--- config.mk ---
export PLATFORM = sky130hd
export DESIGN_NAME = micro_reg_interface
export DESIGN_NICKNAME = d
export VERILOG_FILES = /design/src/rtl/micro_if_pkg.sv /design/src/rtl/micro_input_sync.sv /design/src/rtl/micro_reg_interface.sv
export SDC_FILE = /design/constraint.sdc
export NUM_CORES = 1
export LEC_CHECK = 0
export ABC_AREA = 1
export CAP_MARGIN = 10
export CELL_PAD_IN_SITES_DETAIL_PLACEMENT = 0
export CELL_PAD_IN_SITES_GLOBAL_PLACEMENT = 1
export CORE_MARGIN = 4
export CORE_UTILIZATION = 41
export DETAILED_ROUTE_END_ITERATION = 10
export GPL_TIMING_DRIVEN = 0
export PLACE_DENSITY_LB_ADDON = 0.1
export SYNTH_ARGS = -nofsm -noshare
export SYNTH_HDL_FRONTEND = slang
export SYNTH_SLANG_ARGS = --single-unit
export TNS_END_PERCENT = 30
--- constraint.sdc ---
create_clock -name Clk -period 2.45 [get_ports Clk]
set_input_delay 0.49 -clock Clk [delete_from_list [all_inputs] [get_ports Clk]]
set_output_delay 0.49 -clock Clk [all_outputs]
set_load 0.05 [all_outputs]
--- src/rtl/micro_if_pkg.sv ---
// Shared FSM states and command codes for the microcontroller register interface.
package micro_if_pkg;

   typedef enum logic [1:0] {
      IDLE     = 2'd0,
      ADDR_SET = 2'd1,
      CLEARING = 2'd2
   } state_t;

   localparam logic [7:0] CMD_CLEAR_ERR = 8'h80;
   localparam logic [7:0] CMD_CLEAR_ALL = 8'h81;
   localparam int         CMD_BIT       = 7;

endpackage

--- src/rtl/micro_input_sync.sv ---
// Synchronises the micro byte, rsel and write strobe through one shared chain and
// emits a one-cycle accept on the strobe's rising edge, registered with its byte.
module micro_input_sync #(
   parameter int SYNC_STAGES = 2
) (
   input  logic       Clk,
   input  logic       Reset,
   input  logic [7:0] pin_data,
   input  logic       pin_rsel,
   input  logic       pin_write,
   output logic [7:0] data,
   output logic       rsel,
   output logic       accept
);

   // {write, rsel, data} travel together so the byte stays aligned with its strobe
   logic [9:0] chain [SYNC_STAGES];
   logic       write_seen;

   always_ff @(posedge Clk) begin
      if (Reset) begin
         for (int i = 0; i < SYNC_STAGES; i++) chain[i] <= '0;
         write_seen <= 1'b0;
         data       <= '0;
         rsel       <= 1'b0;
         accept     <= 1'b0;
      end else begin
         chain[0] <= {pin_write, pin_rsel, pin_data};
         for (int i = 1; i < SYNC_STAGES; i++) chain[i] <= chain[i-1];
         write_seen <= chain[SYNC_STAGES-1][9];
         accept     <= chain[SYNC_STAGES-1][9] & ~write_seen;
         data       <= chain[SYNC_STAGES-1][7:0];
         rsel       <= chain[SYNC_STAGES-1][8];
      end
   end

endmodule

--- src/rtl/micro_reg_interface.sv ---
// Micro-port register bank with auto-increment, commands and a clear-all sweep; pin-to-write
// latency SYNC_STAGES+2. Define MICRO_REG_SHADOW_EN to expose the bank only at frame_start.
module micro_reg_interface
   import micro_if_pkg::*;
#(
   parameter int NUM_REGS    = 16,
   parameter int SYNC_STAGES = 2
) (
   input  logic                        Clk,
   input  logic                        Reset,
   input  logic [7:0]                  fpga_port_in,
   input  logic                        fpga_rsel,
   input  logic                        fpga_write,
   input  logic                        frame_start,
   output logic [8*NUM_REGS-1:0]       regs_out,
   output logic                        wr_pulse,
   output logic [$clog2(NUM_REGS)-1:0] wr_addr,
   output logic                        busy,
   output logic                        err
);

   localparam int         AW         = $clog2(NUM_REGS);
   localparam logic [7:0] NUM_REGS_B = 8'(NUM_REGS);

   logic [7:0]    data;
   logic          rsel;
   logic          accept;
   state_t        state;
   logic [AW-1:0] addr_ptr;
   logic [AW-1:0] clr_idx;
   logic [7:0]    bank [NUM_REGS];

   micro_input_sync #(.SYNC_STAGES(SYNC_STAGES)) u_sync (
      .Clk       (Clk),
      .Reset     (Reset),
      .pin_data  (fpga_port_in),
      .pin_rsel  (fpga_rsel),
      .pin_write (fpga_write),
      .data      (data),
      .rsel      (rsel),
      .accept    (accept)
   );

   always_ff @(posedge Clk) begin
      if (Reset) begin
         state    <= IDLE;
         addr_ptr <= '0;
         clr_idx  <= '0;
         wr_addr  <= '0;
         wr_pulse <= 1'b0;
         busy     <= 1'b0;
         err      <= 1'b0;
         for (int i = 0; i < NUM_REGS; i++) bank[i] <= '0;
      end else begin
         wr_pulse <= 1'b0;
         case (state)
            CLEARING: begin
               bank[clr_idx] <= '0;
               clr_idx       <= clr_idx + 1'b1;
               if (clr_idx == AW'(NUM_REGS - 1)) begin
                  state <= IDLE;
                  busy  <= 1'b0;
               end
               if (accept) err <= 1'b1;
            end
            default: begin
               if (accept) begin
                  if (!rsel) begin
                     if (data[CMD_BIT]) begin
                        if (data == CMD_CLEAR_ERR) begin
                           err <= 1'b0;
                        end else if (data == CMD_CLEAR_ALL) begin
                           state   <= CLEARING;
                           busy    <= 1'b1;
                           clr_idx <= '0;
                        end else begin
                           err <= 1'b1;
                        end
                     end else if (data < NUM_REGS_B) begin
                        addr_ptr <= data[AW-1:0];
                        state    <= ADDR_SET;
                     end else begin
                        err   <= 1'b1;
                        state <= IDLE;
                     end
                  end else if (state == ADDR_SET) begin
                     // power-of-two bank, so the pointer wraps naturally
                     bank[addr_ptr] <= data;
                     wr_pulse       <= 1'b1;
                     wr_addr        <= addr_ptr;
                     addr_ptr       <= addr_ptr + 1'b1;
                  end else begin
                     err <= 1'b1;
                  end
               end
            end
         endcase
      end
   end

`ifdef MICRO_REG_SHADOW_EN
   logic [7:0] shadow [NUM_REGS];

   // copies pre-write values when a write coincides with frame_start
   always_ff @(posedge Clk) begin
      if (Reset) begin
         for (int i = 0; i < NUM_REGS; i++) shadow[i] <= '0;
      end else if (frame_start) begin
         for (int i = 0; i < NUM_REGS; i++) shadow[i] <= bank[i];
      end
   end

   always_comb begin
      regs_out = '0;
      for (int i = 0; i < NUM_REGS; i++) regs_out[8*i +: 8] = shadow[i];
   end
`else
   logic unused_frame_start;
   assign unused_frame_start = frame_start;

   always_comb begin
      regs_out = '0;
      for (int i = 0; i < NUM_REGS; i++) regs_out[8*i +: 8] = bank[i];
   end
`endif

endmodule
==> run metrics, run 1 <==
CTS tree=built; PortBufs=146; TritonCTS Buffers=17; Synth area leaders=edfxtp_1 52%, dfxtp_1 13%, nor3_2 12%, nor2_1 3.8%, inv_1 2.9%; Net Count, Synth=600; Detailed Route WL=17.43 mm; critical path arrival=2.50 ns; Netlist cell types=29; FMAX=412.6 MHz; Vias=4864; Power Density=687.0 mW/mm^2; GPL Wtd Cong=0.7949; max_slew headroom=60.47%; Die X=142.0 um; Clock Tree Root=clkbuf_16; initial antenna violation count=0; routed wl met3=951 um; routed wl met2=8.751 mm; synthesized cell area=0.007357 sq mm; max-cap violations=0; Power, Total=6698 uW; Starting Density=42.24%; Reg clk slew, reported paths=0.07 ns; row count=48; final setup vio count=0; vias per cell=4.918; worst-margin pin slew=0.5911 ns; wire per inst=17.62 um; TNS Setup=0 ns; unrepaired setup endpoints after global routing=true; H-tree Lvls=4; Crit. End Element=flop; hold violation count in the final report=0; Metal-1 WL=7.482 mm; Final min period=2.424 ns; Tcrit/Tclk final=98.93%; die area=0.02015 sq mm; post-CTS setup buffer count=0; largest net degree at the start of global routing=17; Post-DP HPWL=12.69 mm; I/O Pins=148; Bufs on Longest Clock Path=2; most frequent cells in the layout=146 x clkdlybuf4s50_1, 128 x edfxtp_1, 85 x nor3_2, 75 x nor2_1, 56 x inv_1; required time worst endpoint=2.53 ns; post-synthesis sequential area ratio=65.31%; post-route ant nets=0; CP Max Fanout=10; core area=0.01742 sq mm; uppermost layer routed=met4; synthesis-to-finish area growth=32.52%; filler instances=1478; vias in the first global route=4633; Pre-Repair DR Iteration Count=5; Synth top area share=52.24%; top cell type by total area after synthesis=edfxtp_1; GRT Overall Usage=17.71%; WS Path Type=input pin to flop; First DRT Iteration DRCs=322; clock latency on the worst-skew pair=0.42 ns; commonest non-fill, non-tap cell in the layout=clkdlybuf4s50_1; cells after synthesis=585; clock sinks=176; syn avg cell area=12.58 sq um; DRC Markers=0; leakage power=0.003424 uW; Nets=766; layout cells sized above 1=25.00%; Setup crit start kind=input pin; ant diodes=0; first-pass GRT wire length=26.90 mm; Worst Hold Class=flop to flop; DIE HEIGHT=142.0 um; maximum VDD drop=474.0 uV; clock skew after layout=0.007848 ns; max-slew violation count=0; Yosys reg bits=176; Synth warnings=0; grt total ovfl=0; status=complete, no violations
final cells by class:
cell class              instances  area [sq um]  area share (%)
plain buffers                  33         261.5           2.682
well taps                     225         281.5           2.888
inverters                      58         222.7           2.284
repair buffers                147          1469           15.07
clock inverters                14         113.9           1.168
flip-flops and latches        176          4805           49.28
clock buffers                  18         450.4           4.620
multi-input cells             318          2146           22.01
stage by stage:
| stage | area [sq um] | hold WS (ns) | utilization, % | instances | worst slack (ns) |
|---|---|---|---|---|---|
| after floorplan | 7357 | 0.3728 | - | 585 | 0.1597 |
| after global placement | 9100 | 0.3805 | 52.25 | 956 | -0.9689 |
| after detailed placement | 9107 | 0.3917 | 52.29 | 957 | -0.9597 |
| after CTS | 9697 | 0.4017 | 55.68 | 989 | -0.2957 |
| after global routing | 9749 | 0.4146 | 55.98 | 989 | -0.1121 |
| final | 9749 | 0.3962 | 55.98 | 989 | 0.02614 |
worst max-delay path: stages:
cell and delay (ns):
clkdlybuf4s50_1 0.43, clkinv_1 0.18, buf_1 0.41, nand3_1 0.19, nand2_1 0.16, nand3_4 0.22, o21ai_2 0.42
flip-flops by register name, summed over array words and instances, names as in the netlist:
signal,count
bank,128
u_sync.chain,20
u_sync.data,8
addr_ptr,4
clr_idx,4
wr_addr,4
state,2
busy,1
err,1
u_sync.accept,1
u_sync.rsel,1
u_sync.write_seen,1
wr_pulse,1
cell usage after synthesis (all sizes together):
cell,number
edfxtp,128
nor2,77
o31ai,1
nor3,98
clkinv,1
o211ai,1
a21oi,8
ha,2
clkbuf,7
a31oi,1
dfxtp,48
xor2,1
nand3,26
inv,57
nand3b,1
buf,26
or2,1
nand4,6
o21ai,25
nand2,70
power breakdown:
group | internal [uW] | leakage (uW) | switching (uW)
Clock | 1430 | 0.000293 | 1170
Combinational | 213 | 0.00142 | 546
Sequential | 3290 | 0.00171 | 49.3
Total | 4930 | 0.00342 | 1770
metal layers:
layer	GRT usage [%]	vias up
met1	23.05	2357
met3	4.200	21
met2	29.81	147
met4	5.000	0
li1	-	2339
met5	0	-
repair_timing:
action                     4_1_cts  5_1_grt
gates cloned                     0        0
resized for setup               18       14
setup endpoints to repair       96       93
hold buffers                     0        0
pin swaps                        0        0
logic make-up after synthesis:
family                     count (synthesis)  share of synthesized area (%)
adders and majority gates                  2                         0.3401
DFF                                      176                          65.31
AOI/OAI and AO/OA                         36                          2.687
xor gates and xnor gates                   1                         0.1191
and+or+nand+nor                          279                          25.00
buffers and inverters                     91                          6.548
final timing paths:
path | start | slack, ns | to | cells past startpoint
worst max register to register | u_sync.rsel | 0.22 | bank[10][1] | 7
worst min register to register | u_sync.write_seen | 0.40 | u_sync.accept | 1
worst min-delay path | u_sync.write_seen | 0.40 | u_sync.accept | 1
worst max-delay path | Reset | 0.03 | bank[5][5] | 7
Power figures use the tool's default switching activity.
==> run 2, diff against run 1 <==
PLACE_DENSITY = 0.87   (was unset)
PLACE_DENSITY_LB_ADDON = unset   (was 0.1)
==> run metrics, run 2 (synthesis gave the netlist of run 1 again) <==
status=complete, no violations; max_slew headroom=53.33%; WS Path Type=input pin to flop; Reg clk slew, reported paths=0.07 ns; Clock Tree Root=clkbuf_16; Placed Instance Area=0.009100 sq mm; Worst Hold Class=flop to flop; Power Density=689.8 mW/mm^2; DRC Markers=0; final cell utilization of the core=55.96%; area of the multi-input gates=0.002131 sq mm; Buf/Inv on CP=3; largest reg by FF count=bank; critical path arrival=2.50 ns; post-CTS setup buffer count=0; max reg flops=128; I/O Pins=148; Tcrit/Tclk final=99.02%; layout cells sized above 1=24.51%; initial antenna violation count=0; vias per cell=4.943; Setup crit start kind=input pin; CTS tree=built; FMAX=412.2 MHz; worst-margin pin slew=0.7001 ns; clock latency on the worst-skew pair=0.43 ns; TritonCTS Buffers=17; Detailed Route WL=16.70 mm; worst reg2reg setup slack=0.17 ns; Bufs on Longest Clock Path=2; row count=48; grt total ovfl=0; GPL Wtd Cong=0.8206; Starting Density=42.24%; first-pass GRT wire length=25.74 mm; Nets=765; Sequential Power Share=49.7%; max-slew violation count=0; Vias=4884; Sw Ratio=25.99%; Register Area=0.004805 sq mm; vias in the first global route=4735; crit-path cells=clkdlybuf4s50_1, clkinv_1, clkbuf_1, nand3_1, nand2_1, nand3_4, o21ai_2; internal power=4976 uW; CP Max Fanout=10; core area=0.01742 sq mm; CP delay by family, top=buffers and inverters; final setup vio count=0; DIE HEIGHT=142.0 um; PortBufs=146; Switch Pwr=1747 uW; GRT Overall Usage=16.80%; die area=0.02015 sq mm; most frequent cells in the layout=146 x clkdlybuf4s50_1, 128 x edfxtp_1, 85 x nor3_2, 75 x nor2_1, 56 x inv_1; clock sinks=176; leakage power=0.003414 uW; required time worst endpoint=2.52 ns; largest registers=bank x128, u_sync.chain x20, u_sync.data x8; Post-DP HPWL=12.29 mm; filler instances=1420; synthesis-to-finish area growth=32.48%; Crit. End Element=flop; First DRT Iteration DRCs=335; fin area=0.009747 sq mm; Slowest cell on crit path=o21ai_2; maximum VDD drop=479.5 uV; commonest non-fill, non-tap cell in the layout=clkdlybuf4s50_1; combinational power share=11.2%; wire per inst=16.90 um; unrepaired setup endpoints after global routing=true; max-cap violations=0; largest net degree at the start of global routing=18; Final min period=2.426 ns; Critical Path Max Stage Delay=0.46 ns; post-route ant nets=0; Die X=142.0 um; clock skew after layout=0.01006 ns; clock share of power=39.1%; H-tree Lvls=4; ant diodes=0; hold violation count in the final report=0; Pre-Repair DR Iteration Count=5
[run 2: worst paths after layout]
check / startpoint / endpoint / depth (start not counted)
hold reg to reg: u_sync.write_seen / u_sync.accept / 1
setup reg to reg: u_sync.rsel / bank[1][2] / 6
setup / recovery: Reset / bank[6][7] / 7
hold / removal: u_sync.write_seen / u_sync.accept / 1
[run 2: routing by layer]
metal,GRT usage (%),vias to the layer above,routed length (um)
met4,5.455,0,274
li1,-,2331,-
met2,29.21,210,8442
met1,20.42,2321,6746
met5,0,-,0
met3,4.469,22,1234
[run 2: final cells by class]
class | count | area share [%]
Clock inverter | 11 | 0.9499
Tap cell | 225 | 2.888
Multi-Input combinational cell | 318 | 21.86
Buffer | 33 | 2.670
Inverter | 58 | 2.285
Sequential cell | 176 | 49.29
Timing Repair Buffer | 146 | 14.99
Clock buffer | 21 | 5.058
[run 2: power by group through the flow]
stage	registers [uW]	logic [uW]	clock network, uW
2_1_floorplan	3680	225	0
3_3_place_gp	3400	733	0
3_5_place_dp	3410	742	0
4_1_cts	3340	753	2660
5_1_grt	3350	793	2810
6_report	3340	753	2630
[run 2: worst register-to-register path, delay by kind of cell, from the launching register on]
kind	cells	cell delay (ns)
compound gates	2	0.68
flops	1	0.51
simple gates	4	0.72
[run 2: timing repair]
| item | CTS | global route |
|---|---|---|
| hold buffers | 0 | 0 |
| resized for setup | 24 | 4 |
| endpoints found under the hold margin | 0 | 0 |
| endpoints found under the setup margin | 96 | 120 |
[run 2: metrics by stage]
stage	setup slack [ns]	hold WS, ns	instances	power, uW	setup TNS (ns)
3_3_place_gp	-0.9208	0.3775	956	4137	-89.47
4_1_cts	-0.009407	0.3962	988	6757	-0.06135
6_report	0.02410	0.3934	988	6723	0
3_5_place_dp	-1.006	0.3865	956	4150	-99.69
5_1_grt	-0.1465	0.4215	988	6945	-9.146
2_1_floorplan	0.1597	0.3728	585	3906	0
==> run 3, diff against run 2 <==
clock period = 2.72 ns   (was 2.45 ns; I/O delays follow)
==> run metrics, run 3 (synthesis gave the netlist of run 1 again) <==
max_slew headroom=48.68%; hold violation count in the final report=0; Detailed Route WL=16.70 mm; fin area=0.009723 sq mm; maximum VDD drop=431.5 uV; worst reg2reg setup slack=0.32 ns; post-cts resize count=12; Nets=765; Post-DP HPWL=12.29 mm; DIE HEIGHT=142.0 um; grt total ovfl=0; status=complete, no violations; clock latency on the worst-skew pair=0.43 ns; Tcrit/Tclk final=96.58%; max-cap violations=0; filler instances=1421; routed wl met3=1.285 mm; layout cells sized above 1=24.12%; most frequent cells in the layout=146 x clkdlybuf4s50_1, 128 x edfxtp_1, 85 x nor3_2, 75 x nor2_1, 56 x inv_1; First DRT Iteration DRCs=319; Final min period=2.627 ns; Vias=4903; I/O Pins=148; clock sinks=176; unrepaired setup endpoints after global routing=true; CTS tree=built; wire per inst=16.91 um; core area=0.01742 sq mm; worst-margin pin slew=0.7699 ns; PortBufs=146; Reg2Reg Capture Point=bank[9][6]; Worst Hold Class=flop to flop; vias in the first global route=4710; FMAX=380.6 MHz; CP startpoint=Reset; TritonCTS Buffers=17; cts hold-fix bufs=0; largest net degree at the start of global routing=18; largest registers=bank x128, u_sync.chain x20, u_sync.data x8; hold path start=u_sync.write_seen; CP endpoint=bank[9][6]; DRC Markers=0; H-tree Lvls=4; Bufs on Longest Clock Path=2; max-slew violation count=0; synthesis-to-finish area growth=32.16%; Starting Density=42.24%; routed wl met2=8.510 mm; final setup vio count=0; CP Max Fanout=10; Pre-Repair DR Iteration Count=5; largest reg by FF count=bank; final cell utilization of the core=55.83%; WS Path Type=input pin to flop; row count=48; ant diodes=0; initial antenna violation count=0; required time worst endpoint=2.78 ns; Min Hold Slack=0.3934 ns; critical path arrival=2.69 ns; Crit. End Element=flop; GPL Wtd Cong=0.8206; vias per cell=4.963; clock skew after layout=0.008312 ns; Power, Total=6054 uW; uppermost layer routed=met4; Worst R2R Path Depth=6; die area=0.02015 sq mm; Metal-1 WL=6.703 mm; GRT Overall Usage=16.79%; Clock Tree Root=clkbuf_16; Die X=142.0 um; max reg flops=128; Setup crit start kind=input pin; Power Density=622.6 mW/mm^2; TNS Setup=0 ns; post-CTS setup buffer count=0; Placed Instance Area=0.009100 sq mm; first-pass GRT wire length=25.70 mm; Reg clk slew, reported paths=0.07 ns; commonest non-fill, non-tap cell in the layout=clkdlybuf4s50_1; r2r startpoint=u_sync.rsel; leakage power=0.003406 uW; post-route ant nets=0
==> run 3: cell count changes in the layout (fill, tap and decap cells not counted), sizes merged <==
cell	previous run	this run
buf	27	26
clkbuf	27	28
==> run 3: per-stage QoR <==
| stage | instances | worst slack [ns] |
|---|---|---|
| 2_1_floorplan | 585 | 0.3757 |
| 3_3_place_gp | 956 | -0.7048 |
| 3_5_place_dp | 956 | -0.7899 |
| 4_1_cts | 988 | 0.02939 |
| 5_1_grt | 988 | -0.03685 |
| 6_report | 988 | 0.09290 |
==> run 3: layout make-up <==
cell class	count	area, sq um	area share (%)
tap	225	281.5	2.895
clock inverter	11	92.59	0.9523
inverter	58	222.7	2.291
clock buffer	21	493.0	5.070
sequential	176	4805	49.41
buffer	33	259.0	2.664
multi-input combinational	318	2108	21.68
timing repair buffer	146	1461	15.03
==> run 3: worst min-delay path by stage <==
stage,slack [ns],cells after the start,end
after global placement,0.38,1,u_sync.accept
after floorplan,0.37,1,u_sync.accept
after detailed placement,0.39,1,u_sync.accept
after CTS,0.40,1,u_sync.accept
final,0.39,1,u_sync.accept
after global routing,0.42,1,u_sync.accept
==> run 3: per-layer routing <==
| metal | global-route usage (%) | up-vias |
|---|---|---|
| li1 | - | 2329 |
| met1 | 20.45 | 2327 |
| met2 | 28.98 | 233 |
| met3 | 4.738 | 14 |
| met4 | 5.404 | 0 |
| met5 | 0 | - |
==> run 3: worst max-delay path, cell delays in order <==
cell and delay [ns]:
clkdlybuf4s50_1 0.45, clkinv_1 0.19, clkbuf_1 0.37, clkbuf_1 0.64, o21ai_1 0.49
==> run 3: power by group <==
group / total, uW / switching, uW / internal (uW)
Clock: 2370 / 1040 / 1330
Combinational: 673 / 484 / 189
Sequential: 3010 / 44.3 / 2960
